<file path="src/rtl/midi_cdc_byte_scheduler.sv">
`default_nettype none
// ============================================================================
//  Module      : midi_cdc_byte_scheduler
//  Description : Source-domain (clkA) controller that shares one pulse-resync
//                byte crossing between the MIDI UART receiver (source 0) and
//                the control/sequencer path (source 1). It arbitrates
//                round-robin, launches each byte as a single-cycle validA
//                pulse, holds dataA/srcA stable for HOLD_CYCLES further
//                cycles and enforces a launch spacing of HOLD_CYCLES+2.
//  Revision    : 1.0 - initial release
// ============================================================================
module midi_cdc_byte_scheduler #(
  // Cycles dataA is held after the launch cycle (legal range 1..255).
  parameter int HOLD_CYCLES = 8
) (
  input  logic       clkA,
  input  logic       rst_n,
  input  logic       en,
  input  logic       valid0,
  input  logic [7:0] data0,
  output logic       ready0,
  input  logic       valid1,
  input  logic [7:0] data1,
  output logic       ready1,
  output logic       validA,
  output logic [7:0] dataA,
  output logic       srcA,
  output logic       busy
);

  // Counter load value: HOLD lasts from this value down to zero inclusive.
  localparam logic [7:0] c_HOLD_LOAD = 8'(HOLD_CYCLES - 1);

  typedef enum logic [1:0] {
    IDLE   = 2'd0,
    LAUNCH = 2'd1,
    HOLD   = 2'd2
  } state_t;

  state_t     r_state;
  logic       r_ptr;       // preferred source when both request
  logic [7:0] r_holdCnt;   // remaining HOLD cycles after the current one
  logic       r_validA;
  logic [7:0] r_dataA;
  logic       r_srcA;

  logic       w_canAccept;
  logic       w_grant0;
  logic       w_grant1;
  logic       w_accept;
  logic       w_acceptId;
  logic [7:0] w_acceptData;

  // Arbitration: a lone requester wins, a tie goes to the priority pointer.
  // Reset gates the readies so nothing is granted while rst_n is low.
  always_comb begin
    w_canAccept  = rst_n && en && (r_state == IDLE);
    w_grant0     = w_canAccept && valid0 && (!valid1 || !r_ptr);
    w_grant1     = w_canAccept && valid1 && (!valid0 ||  r_ptr);
    w_accept     = w_grant0 || w_grant1;
    w_acceptId   = w_grant1;
    w_acceptData = w_grant1 ? data1 : data0;
  end

  assign ready0 = w_grant0;
  assign ready1 = w_grant1;
  assign validA = r_validA;
  assign dataA  = r_dataA;
  assign srcA   = r_srcA;
  assign busy   = (r_state != IDLE);

  // Launch/hold sequencer with registered crossing outputs.
  always_ff @(posedge clkA or negedge rst_n) begin
    if (!rst_n) begin
      r_state   <= IDLE;
      r_ptr     <= 1'b0;
      r_holdCnt <= 8'd0;
      r_validA  <= 1'b0;
      r_dataA   <= 8'h00;
      r_srcA    <= 1'b0;
    end else begin
      case (r_state)
        IDLE: begin
          r_validA <= 1'b0;
          if (w_accept) begin
            r_dataA  <= w_acceptData;
            r_srcA   <= w_acceptId;
            r_ptr    <= ~w_acceptId;
            r_validA <= 1'b1;
            r_state  <= LAUNCH;
          end
        end
        LAUNCH: begin
          r_validA  <= 1'b0;
          r_holdCnt <= c_HOLD_LOAD;
          r_state   <= HOLD;
        end
        HOLD: begin
          r_validA <= 1'b0;
          if (r_holdCnt == 8'd0) begin
            r_state <= IDLE;
          end else begin
            r_holdCnt <= r_holdCnt - 8'd1;
          end
        end
        default: begin
          r_validA <= 1'b0;
          r_state  <= IDLE;
        end
      endcase
    end
  end

endmodule
`default_nettype wire
</file>
<file path="config.mk">
export PLATFORM = sky130hd
export DESIGN_NAME = midi_cdc_byte_scheduler
export DESIGN_NICKNAME = d
export VERILOG_FILES = /design/src/rtl/midi_cdc_byte_scheduler.sv
export SDC_FILE = /design/constraint.sdc
export NUM_CORES = 1
export LEC_CHECK = 0
export ABC_CLOCK_PERIOD_IN_PS = 2020
export CELL_PAD_IN_SITES_DETAIL_PLACEMENT = 0
export CELL_PAD_IN_SITES_GLOBAL_PLACEMENT = 2
export CORE_ASPECT_RATIO = 1.2
export CORE_MARGIN = 1
export CORE_UTILIZATION = 25
export DETAILED_ROUTE_END_ITERATION = 10
export GPL_TIMING_DRIVEN = 0
export PLACE_DENSITY_LB_ADDON = 0.05
export SLEW_MARGIN = 20
export SYNTH_ARGS = -nofsm -noshare
export SYNTH_HDL_FRONTEND = slang
export SYNTH_SLANG_ARGS = --single-unit
</file>
<file path="constraint.sdc">
create_clock -name clkA -period 2.02 [get_ports clkA]
set_input_delay 0.404 -clock clkA [delete_from_list [all_inputs] [get_ports clkA]]
set_output_delay 0.404 -clock clkA [all_outputs]
set_load 0.01 [all_outputs]
</file>
* After elaboration in Yosys (flattened, before gate mapping)
Cells that the tools add are included.
Cells by class: equality and inequality tests 5, reductions and logical operators 19, bitwise logic cells 1, muxes and demuxes 8, $add $sub $neg 1
Operator list (number):
- $mux W8 | 2
- $pmux W8 S2 | 1
- $logic_not A8 Y1 | 1
- $sub A8 B1 Y8 const B | 1
- $logic_and A1 B1 Y1 | 6
- $ne A2 B2 Y1 const B | 3
- $pmux W2 S3 | 1
- $reduce_and A2 Y1 | 3
- $mux W2 | 2
- $reduce_bool A2 Y1 | 2
- $logic_not A1 Y1 | 3
- $logic_or A1 B1 Y1 | 3
- $eq A2 B1 Y1 const B | 1
- $eq A2 B2 Y1 const B | 1
- $logic_not A2 Y1 | 1
- $mux W1 | 2
- $not A1 Y1 | 1
Storage, ports and cells: register bits 21, logic and storage cells 40, output and inout bits 13, input port bits 21

* Logic depth before layout (Yosys ltp)
Gate-level depths: netlist of run 1.
depth after elaboration 7, gate-level depth with buffers 7, gate-level depth less buffers 6

* Worst setup path before layout of run 1
OpenSTA, ideal clock, no wires.
path type flip-flop to flip-flop, start register r_holdCnt[0], end register r_holdCnt[5], path buffers 1, path slack 0.095 ns, data arrival time 1.803 ns, cell stages (with the launch flop) 8, data required time 1.898 ns, clock period less this slack 1.925 ns, setup time 0.122 ns, cell sequence dfrtp_1 > inv_1 > ha_1 > or3b_1 > buf_6 > o311a_4 > mux2i_1 > a32o_1
Between the ends: longest elaborated chain between the ends 3, elaborated cells on any way between the ends 6, classes of those cells add/sub (1); eq/ne (1); mux (2); reduce/logical (2)
Ends and longest elaborated chain:
- start: declaration | RTL line 42 | logic [7:0] r_holdCnt;
- start signal: assignment | RTL line 95 | r_holdCnt <= c_HOLD_LOAD;
- start signal: assignment | RTL line 103 | r_holdCnt <= r_holdCnt - 8'd1;
- $sub A8 B1 Y8 or $logic_not A8 Y1 (tied branches) | RTL line 103, 100
- $mux W8 or $ne A2 B2 Y1 (tied branches)
- $pmux W8 S2 or $reduce_and A2 Y1 (tied branches)
Parallel ways exist; a longest one is shown, timed or not. The select of a mux whose other input is x is not followed. A chain may end at the register's enable or synchronous reset.

* Worst setup path in the final report of run 1
start register r_holdCnt[1], end register r_holdCnt[5]
Same word-level chain as after synthesis.

==> results.sh, run 1 <==
export IMPL_timing_critical_path_max_delay_family="compound AO/OA/AOI/OAI gates"
export IMPL_syn_instance_count=88
export IMPL_grt_remaining_overflow=0
export IMPL_critPathKind="reg -> reg"
export IMPL_fp_dieArea_sq_um=4350
export IMPL_power_share_sequential=0.392
export IMPL_finalCoreUtilization=0.386
export IMPL_grt_pass1_vias=909
export IMPL_synthTopCellsByArea="sky130_fd_sc_hd__dfrtp_1 (51%), sky130_fd_sc_hd__a221o_1 (7.8%), sky130_fd_sc_hd__nor2b_1 (4.9%), sky130_fd_sc_hd__o311ai_4 (2.6%), sky130_fd_sc_hd__inv_1 (2.2%)"
export IMPL_synth_nets=110
export IMPL_slowest_delay_ns=0.40
export IMPL_floorplan_die_width_microns=60.4
export IMPL_cts_sinks=21
export IMPL_critPathArrivalTime_ns=2.11
export IMPL_post_cts_hold_buffer_count=0
export IMPL_synthesis_area_per_instance_sq_um=11.6
export IMPL_drt_initial_drc_count=26
export IMPL_netlist_top_cells_count="sky130_fd_sc_hd__dfrtp_1 (21), sky130_fd_sc_hd__a221o_1 (8), sky130_fd_sc_hd__nor2b_1 (8), sky130_fd_sc_hd__inv_1 (6), sky130_fd_sc_hd__nand2_1 (6)"
export IMPL_route_detailed_drc=0
export IMPL_pwr_share_clk=0.144
export IMPL_synthArstFlopShare=1.00
export IMPL_finalSetupTns_ns=0
export IMPL_tightest_slew_ns=0.533
export IMPL_mappedNetlistArea_sq_um=1020
export IMPL_antenna_found_initial=0
export IMPL_max_clock_path_buffers=2
export IMPL_globalplace_congestion=0.744
export IMPL_clk_pin_slew_worst_paths_ns=0.08
export IMPL_p_sw_uw=689
export IMPL_min_path_type="in -> async"
export IMPL_drt_total_wl_microns=2480
export IMPL_power_density_cell_area_nw_per_um2=1270
export IMPL_status="completed"
export IMPL_yosys_warnings=0
export IMPL_n_antenna_cell=0
export IMPL_numPortBuffers=33
export IMPL_number_of_hold_slack_violations_in_the_final_timing_report=0
export IMPL_p_sw_frac=0.356
export IMPL_cts_buffers=3
export IMPL_post_synth_top_count_cell="sky130_fd_sc_hd__dfrtp_1"
export IMPL_drive_above_1_share=0.209
export IMPL_syn_to_final_growth_pct=48.8
export IMPL_route_vias_total=840
export IMPL_comb_power_share=0.464
export IMPL_stdcell_count=183
export IMPL_clk_root_buffer_cell="sky130_fd_sc_hd__clkbuf_8"
export IMPL_max_vdd_ir_drop_mv=0.420
export IMPL_via_density=4.59
export IMPL_post_synth_top_area_cell="sky130_fd_sc_hd__dfrtp_1"
export IMPL_cp_max_fo=7
export IMPL_cts_htree_levels=1
export IMPL_power_internal_mw=1.25
export IMPL_cts_tree="done"
export IMPL_final_period_minus_worst_setup_slack_ns=1.96
export IMPL_detailed_place_hpwl_microns=1720
export IMPL_firstDrtPassIters=2
export IMPL_drv_slew=0
export IMPL_groute_usage_overall=0.127
export IMPL_placed_cells_incl_taps=175
export IMPL_rows=25
export IMPL_pin_count_of_the_biggest_net_entering_global_routing=23
export IMPL_grt_first_pass_wirelength_microns=4040
export IMPL_worst_skew_pair_late_latency_ns=0.26
export IMPL_final_min_period_over_clock_period=0.968
export IMPL_cp_cell_sequence="inv_2 -> ha_4 -> or3b_1 -> buf_6 -> o311a_4 -> mux2i_1 -> a32o_1"
export IMPL_hold_worst_slack_ns=0.0214
export IMPL_finalClockSkew_ns=0.00104
export IMPL_worst_endpoint_required_ns=2.17
export IMPL_detail_route_wl_per_cell_microns=13.5
export IMPL_timing_fmax_ghz=0.511
export IMPL_crit_buf_inv=2
export IMPL_slowest_cell_on_crit_path="sky130_fd_sc_hd__dfrtp_1"
export IMPL_design_portCount=34
export IMPL_die_h_microns=72.1
export IMPL_synth_largest_type_area_fraction=0.513
export IMPL_synth_enable_flop_cells=0
export IMPL_num_nets_final=152
export IMPL_antenna_left=0
export IMPL_synth_seq_cells=21
export IMPL_maxCapViolations=0
export IMPL_floorplan_initialDensity=0.260
export IMPL_startpoint_type="flip-flop"
export IMPL_placeable_core_region_sq_um=3940
export IMPL_worst_slew_margin_rel=0.641
export IMPL_ys_seq_area_frac=0.513
export IMPL_endpoint_type_of_the_worst_setup_path="flip-flop"
export IMPL_p_leak_nw=0.616
export IMPL_yosysUniqueCellTypes=34
export IMPL_timing_final_setup_violations=0
export IMPL_synth_main_ff_cell="sky130_fd_sc_hd__dfrtp_1"
## cell usage in the layout (no fill, tap or decap), drive strengths merged
master | Yosys | final
o311ai | 1 | 1
o31ai | 1 | 1
o21a | 2 | 2
or3 | 2 | 2
a211oi | 1 | 1
nor3 | 1 | 1
nand2b | 1 | 1
and4bb | 1 | 1
o211ai | 3 | 3
o21ai | 3 | 3
ha | 1 | 1
buf | 1 | 8
or3b | 1 | 1
inv | 6 | 6
o311a | 1 | 1
and2b | 1 | 1
a32o | 1 | 1
clkdlybuf4s50 | 0 | 30
nor2 | 2 | 2
nor4 | 3 | 3
a221o | 8 | 8
a31oi | 1 | 1
nor2b | 8 | 8
nand3 | 2 | 2
a21oi | 3 | 3
dfrtp | 21 | 21
mux2i | 2 | 2
nand2 | 7 | 7
o31a | 1 | 1
clkbuf | 0 | 4
or2 | 1 | 1
o21bai | 1 | 1
## power by group through the flow
stage	sequential, mW	clock [mW]	combinational (mW)
after floorplan	0.781	0	0.454
after detailed placement	0.763	0	0.825
after global placement	0.767	0	0.815
after global routing	0.790	0.307	0.995
after CTS	0.759	0.293	0.883
final	0.760	0.279	0.900
## through the flow
stage / power, mW / setup slack [ns] / area, sq um
2_1_floorplan: 1.23 / 0.0951 / 1020
3_3_place_gp: 1.58 / -1.60 / 1420
3_5_place_dp: 1.59 / -1.60 / 1420
4_1_cts: 1.94 / -0.000615 / 1510
5_1_grt: 2.09 / -0.0000673 / 1520
6_report: 1.94 / 0.0648 / 1520
## metal layers
layer / routed length, microns / track usage / up-vias
met4: 32 / 0.0530 / 0
met1: 1080 / 0.144 / 393
met3: 175 / 0.0463 / 4
met5: 0 / 0 / -
met2: 1190 / 0.210 / 28
li1: - / - / 415
## timing repair
item | CTS | global route
pin swaps | 1 | 1
resized for setup | 15 | 9
setup buffers | 4 | 0
endpoints found under the setup margin | 17 | 5
## kinds of logic (layout without fill, tap and decap cells)
kind of cell    count (synthesis)  count (layout)  share of synthesized area
simple gates                   30              30                      0.176
compound gates                 27              27                      0.246
flops                          21              21                      0.513
buf+inv                         7              48                     0.0330
mux                             2               2                     0.0196
fa+ha+maj                       1               1                     0.0122
## state kept, by name, summed over array words and instances (netlist names)
register and count:
dataA 8, validA 1, r_holdCnt 8, r_state 2, r_ptr 1, srcA 1
## area by class of cell
cell class,count,area [sq um]
fill,427,2420
sequential,21,527
multi-input combinational,60,502
timing repair buffer,37,348
tap,54,67.6
clock buffer,4,45.0
inverter,6,22.5
buffer,1,11.3
## worst paths after layout
kind / start / end / slack (ns) / cells past startpoint
setup / recovery: r_holdCnt[1]$_DFFE_PN0P_ / r_holdCnt[5]$_DFFE_PN0P_ / 0.06 / 7
hold / removal: rst_n / r_holdCnt[3]$_DFFE_PN0P_ / 0.02 / 1
setup reg to reg: r_holdCnt[1]$_DFFE_PN0P_ / r_holdCnt[5]$_DFFE_PN0P_ / 0.06 / 7
hold reg to reg: r_holdCnt[3]$_DFFE_PN0P_ / r_holdCnt[3]$_DFFE_PN0P_ / 0.52 / 1
max in group asynchronous: rst_n / r_state[1]$_DFFE_PN0P_ / 1.76 / 1
min in group clkA: r_holdCnt[3]$_DFFE_PN0P_ / r_holdCnt[3]$_DFFE_PN0P_ / 0.52 / 1
No activity file was read; power rests on OpenSTA's default activity.
==> run 2, diff against run 1 <==
--- a/config.mk
+++ b/config.mk
@@ -12,7 +12,6 @@
 export CORE_MARGIN = 1
 export CORE_UTILIZATION = 25
 export DETAILED_ROUTE_END_ITERATION = 10
-export GPL_TIMING_DRIVEN = 0
 export PLACE_DENSITY_LB_ADDON = 0.05
 export SLEW_MARGIN = 20
 export SYNTH_ARGS = -nofsm -noshare
==> results.sh, run 2 (synthesis gave the netlist of run 1 again) <==
export IMPL_final_min_period_over_clock_period=0.975
export IMPL_cts_tree="done"
export IMPL_firstDrtPassIters=4
export IMPL_slowest_delay_ns=0.45
export IMPL_slowest_cell_on_crit_path="sky130_fd_sc_hd__clkdlybuf4s50_1"
export IMPL_critPathKind="in -> out"
export IMPL_max_clock_path_buffers=2
export IMPL_worst_slew_margin_rel=0.674
export IMPL_global_route_peak_usage_layer="met2"
export IMPL_syn_to_final_growth_pct=53.3
export IMPL_placeable_core_region_sq_um=3940
export IMPL_worst_endpoint_required_ns=1.62
export IMPL_antenna_left=0
export IMPL_route_detailed_drc=0
export IMPL_cts_sinks=21
export IMPL_timing_fmax_ghz=0.508
export IMPL_cts_htree_levels=1
export IMPL_min_path_type="in -> async"
export IMPL_floorplan_die_width_microns=60.4
export IMPL_final_cell_mix="sky130_fd_sc_hd__clkdlybuf4s50_1 (30), sky130_fd_sc_hd__dfrtp_1 (21), sky130_fd_sc_hd__buf_4 (13), sky130_fd_sc_hd__nor2b_1 (8), sky130_fd_sc_hd__a221o_1 (8)"
export IMPL_number_of_hold_slack_violations_in_the_final_timing_report=0
export IMPL_drt_initial_drc_count=30
export IMPL_stdcell_count=192
export IMPL_endpoint_type_of_the_worst_setup_path="output port"
export IMPL_maxCapViolations=0
export IMPL_drt_total_wl_microns=2450
export IMPL_detailed_place_hpwl_microns=1900
export IMPL_reg2reg_from="r_holdCnt[0]$_DFFE_PN0P_"
export IMPL_final_period_minus_worst_setup_slack_ns=1.97
export IMPL_via_density=4.49
export IMPL_detail_route_wl_per_cell_microns=12.7
export IMPL_critPathArrivalTime_ns=1.56
export IMPL_startpoint_type="primary input"
export IMPL_num_nets_final=161
export IMPL_n_antenna_cell=0
export IMPL_globalRouteMet2Util=0.204
export IMPL_drv_slew=0
export IMPL_globalplace_congestion=0.783
export IMPL_fp_dieArea_sq_um=4350
export IMPL_cts_buffers=3
export IMPL_floorplan_initialDensity=0.260
export IMPL_rows=25
export IMPL_r2r_end="r_holdCnt[5]$_DFFE_PN0P_"
export IMPL_power_density_cell_area_nw_per_um2=1240
export IMPL_cp_cell_sequence="clkdlybuf4s50_1 -> and4bb_2 -> nand2_1 -> a21oi_2 -> clkdlybuf4s15_2"
export IMPL_numPortBuffers=33
export IMPL_tightest_slew_ns=0.484
export IMPL_post_cts_hold_buffer_count=0
export IMPL_timing_final_setup_violations=0
export IMPL_pin_count_of_the_biggest_net_entering_global_routing=22
export IMPL_drive_above_1_share=0.210
export IMPL_rrSetupSlack_ns=0.10
export IMPL_groute_usage_overall=0.128
export IMPL_antenna_found_initial=0
export IMPL_die_h_microns=72.1
export IMPL_globalRouteMet1Util=0.160
export IMPL_grt_first_pass_wirelength_microns=4060
export IMPL_grt_met3_usage=0.0267
export IMPL_design_portCount=34
export IMPL_cp_max_fo=3
export IMPL_route_vias_total=863
export IMPL_finalCoreUtilization=0.398
export IMPL_grt_pass1_vias=908
export IMPL_max_vdd_ir_drop_mv=0.367
export IMPL_rsz_0062_raised_after_global_routing="no"
export IMPL_p_leak_nw=0.662
export IMPL_clk_root_buffer_cell="sky130_fd_sc_hd__clkbuf_8"
export IMPL_timing_reg2reg_worst_path_depth=6
export IMPL_finalClockSkew_ns=0.00140
export IMPL_status="completed"
export IMPL_clk_pin_slew_worst_paths_ns=0.07
export IMPL_design_power_total_mw=1.94
export IMPL_placed_cells_incl_taps=188
export IMPL_worst_skew_pair_late_latency_ns=0.26
export IMPL_grt_remaining_overflow=0
export IMPL_most_common_library_cell_in_the_layout_ignoring_fill_and_taps="sky130_fd_sc_hd__clkdlybuf4s50_1"
run 2: cell count changes in the layout (fill, tap and decap cells not counted), moves of 2 or more:
cell,before,now
sky130_fd_sc_hd__a21oi_2,0,2
sky130_fd_sc_hd__a21oi_4,2,0
sky130_fd_sc_hd__buf_4,5,13
sky130_fd_sc_hd__inv_1,4,6
sky130_fd_sc_hd__inv_2,2,0
sky130_fd_sc_hd__nand2_1,4,6
sky130_fd_sc_hd__nand2_2,3,1
run 2: final cells by class:
type                       instances  area [sq um]
clock buffer                       3          41.3
timing repair buffer              47           443
clock inverter                     1          5.00
multi-input combinational         60           464
tap                               54          67.6
fill                             408          2370
inverter                           6          22.5
sequential                        21           526
run 2: worst max path at each step:
| stage | startpoint | to | cells after the start |
|---|---|---|---|
| after floorplan | r_holdCnt[0]$_DFFE_PN0P_ | r_holdCnt[5]$_DFFE_PN0P_ | 7 |
| after detailed placement | rst_n | ready1 | 5 |
| after CTS | en | ready1 | 5 |
| after global placement | rst_n | ready1 | 5 |
| final | en | ready0 | 5 |
| after global routing | en | ready0 | 5 |
run 2: where the power goes:
| part | internal (mW) | switching (mW) | total (mW) |
|---|---|---|---|
| Sequential | 0.597 | 0.131 | 0.728 |
| Clock | 0.137 | 0.135 | 0.273 |
| Combinational | 0.539 | 0.400 | 0.939 |
| Total | 1.27 | 0.666 | 1.94 |
run 2: repair_timing:
action / in CTS / in global routing
setup endpoints to repair: 2 / 1
cloned: 0 / 0
resized for setup: 7 / 1
setup buffers: 0 / 0
hold endpoints to repair: 0 / 0
pin swaps: 1 / 0
run 2: metal layers:
| layer | vias up | share of wire |
|---|---|---|
| met5 | - | 0 |
| met4 | 0 | 0.022 |
| met3 | 5 | 0.050 |
| met2 | 28 | 0.47 |
| met1 | 397 | 0.46 |
| li1 | 433 | - |
run 2: per-stage QoR:
step | TNS, ns | cell area (sq um) | hold WS (ns) | worst slack, ns
3_3_place_gp | -1.01 | 1530 | 0.490 | -0.387
3_5_place_dp | -1.09 | 1530 | 0.499 | -0.372
2_1_floorplan | 0 | 1020 | 0.108 | 0.0951
4_1_cts | 0 | 1580 | 0.344 | 0.0331
6_report | 0 | 1570 | 0.314 | 0.0515
5_1_grt | 0 | 1570 | 0.343 | 0.000494
run 2: worst max-delay path, delay by kind of cell:
kind            cells  cell delay (ns)
buf+inv             2             0.69
simple gates        2             0.34
compound gates      1             0.13
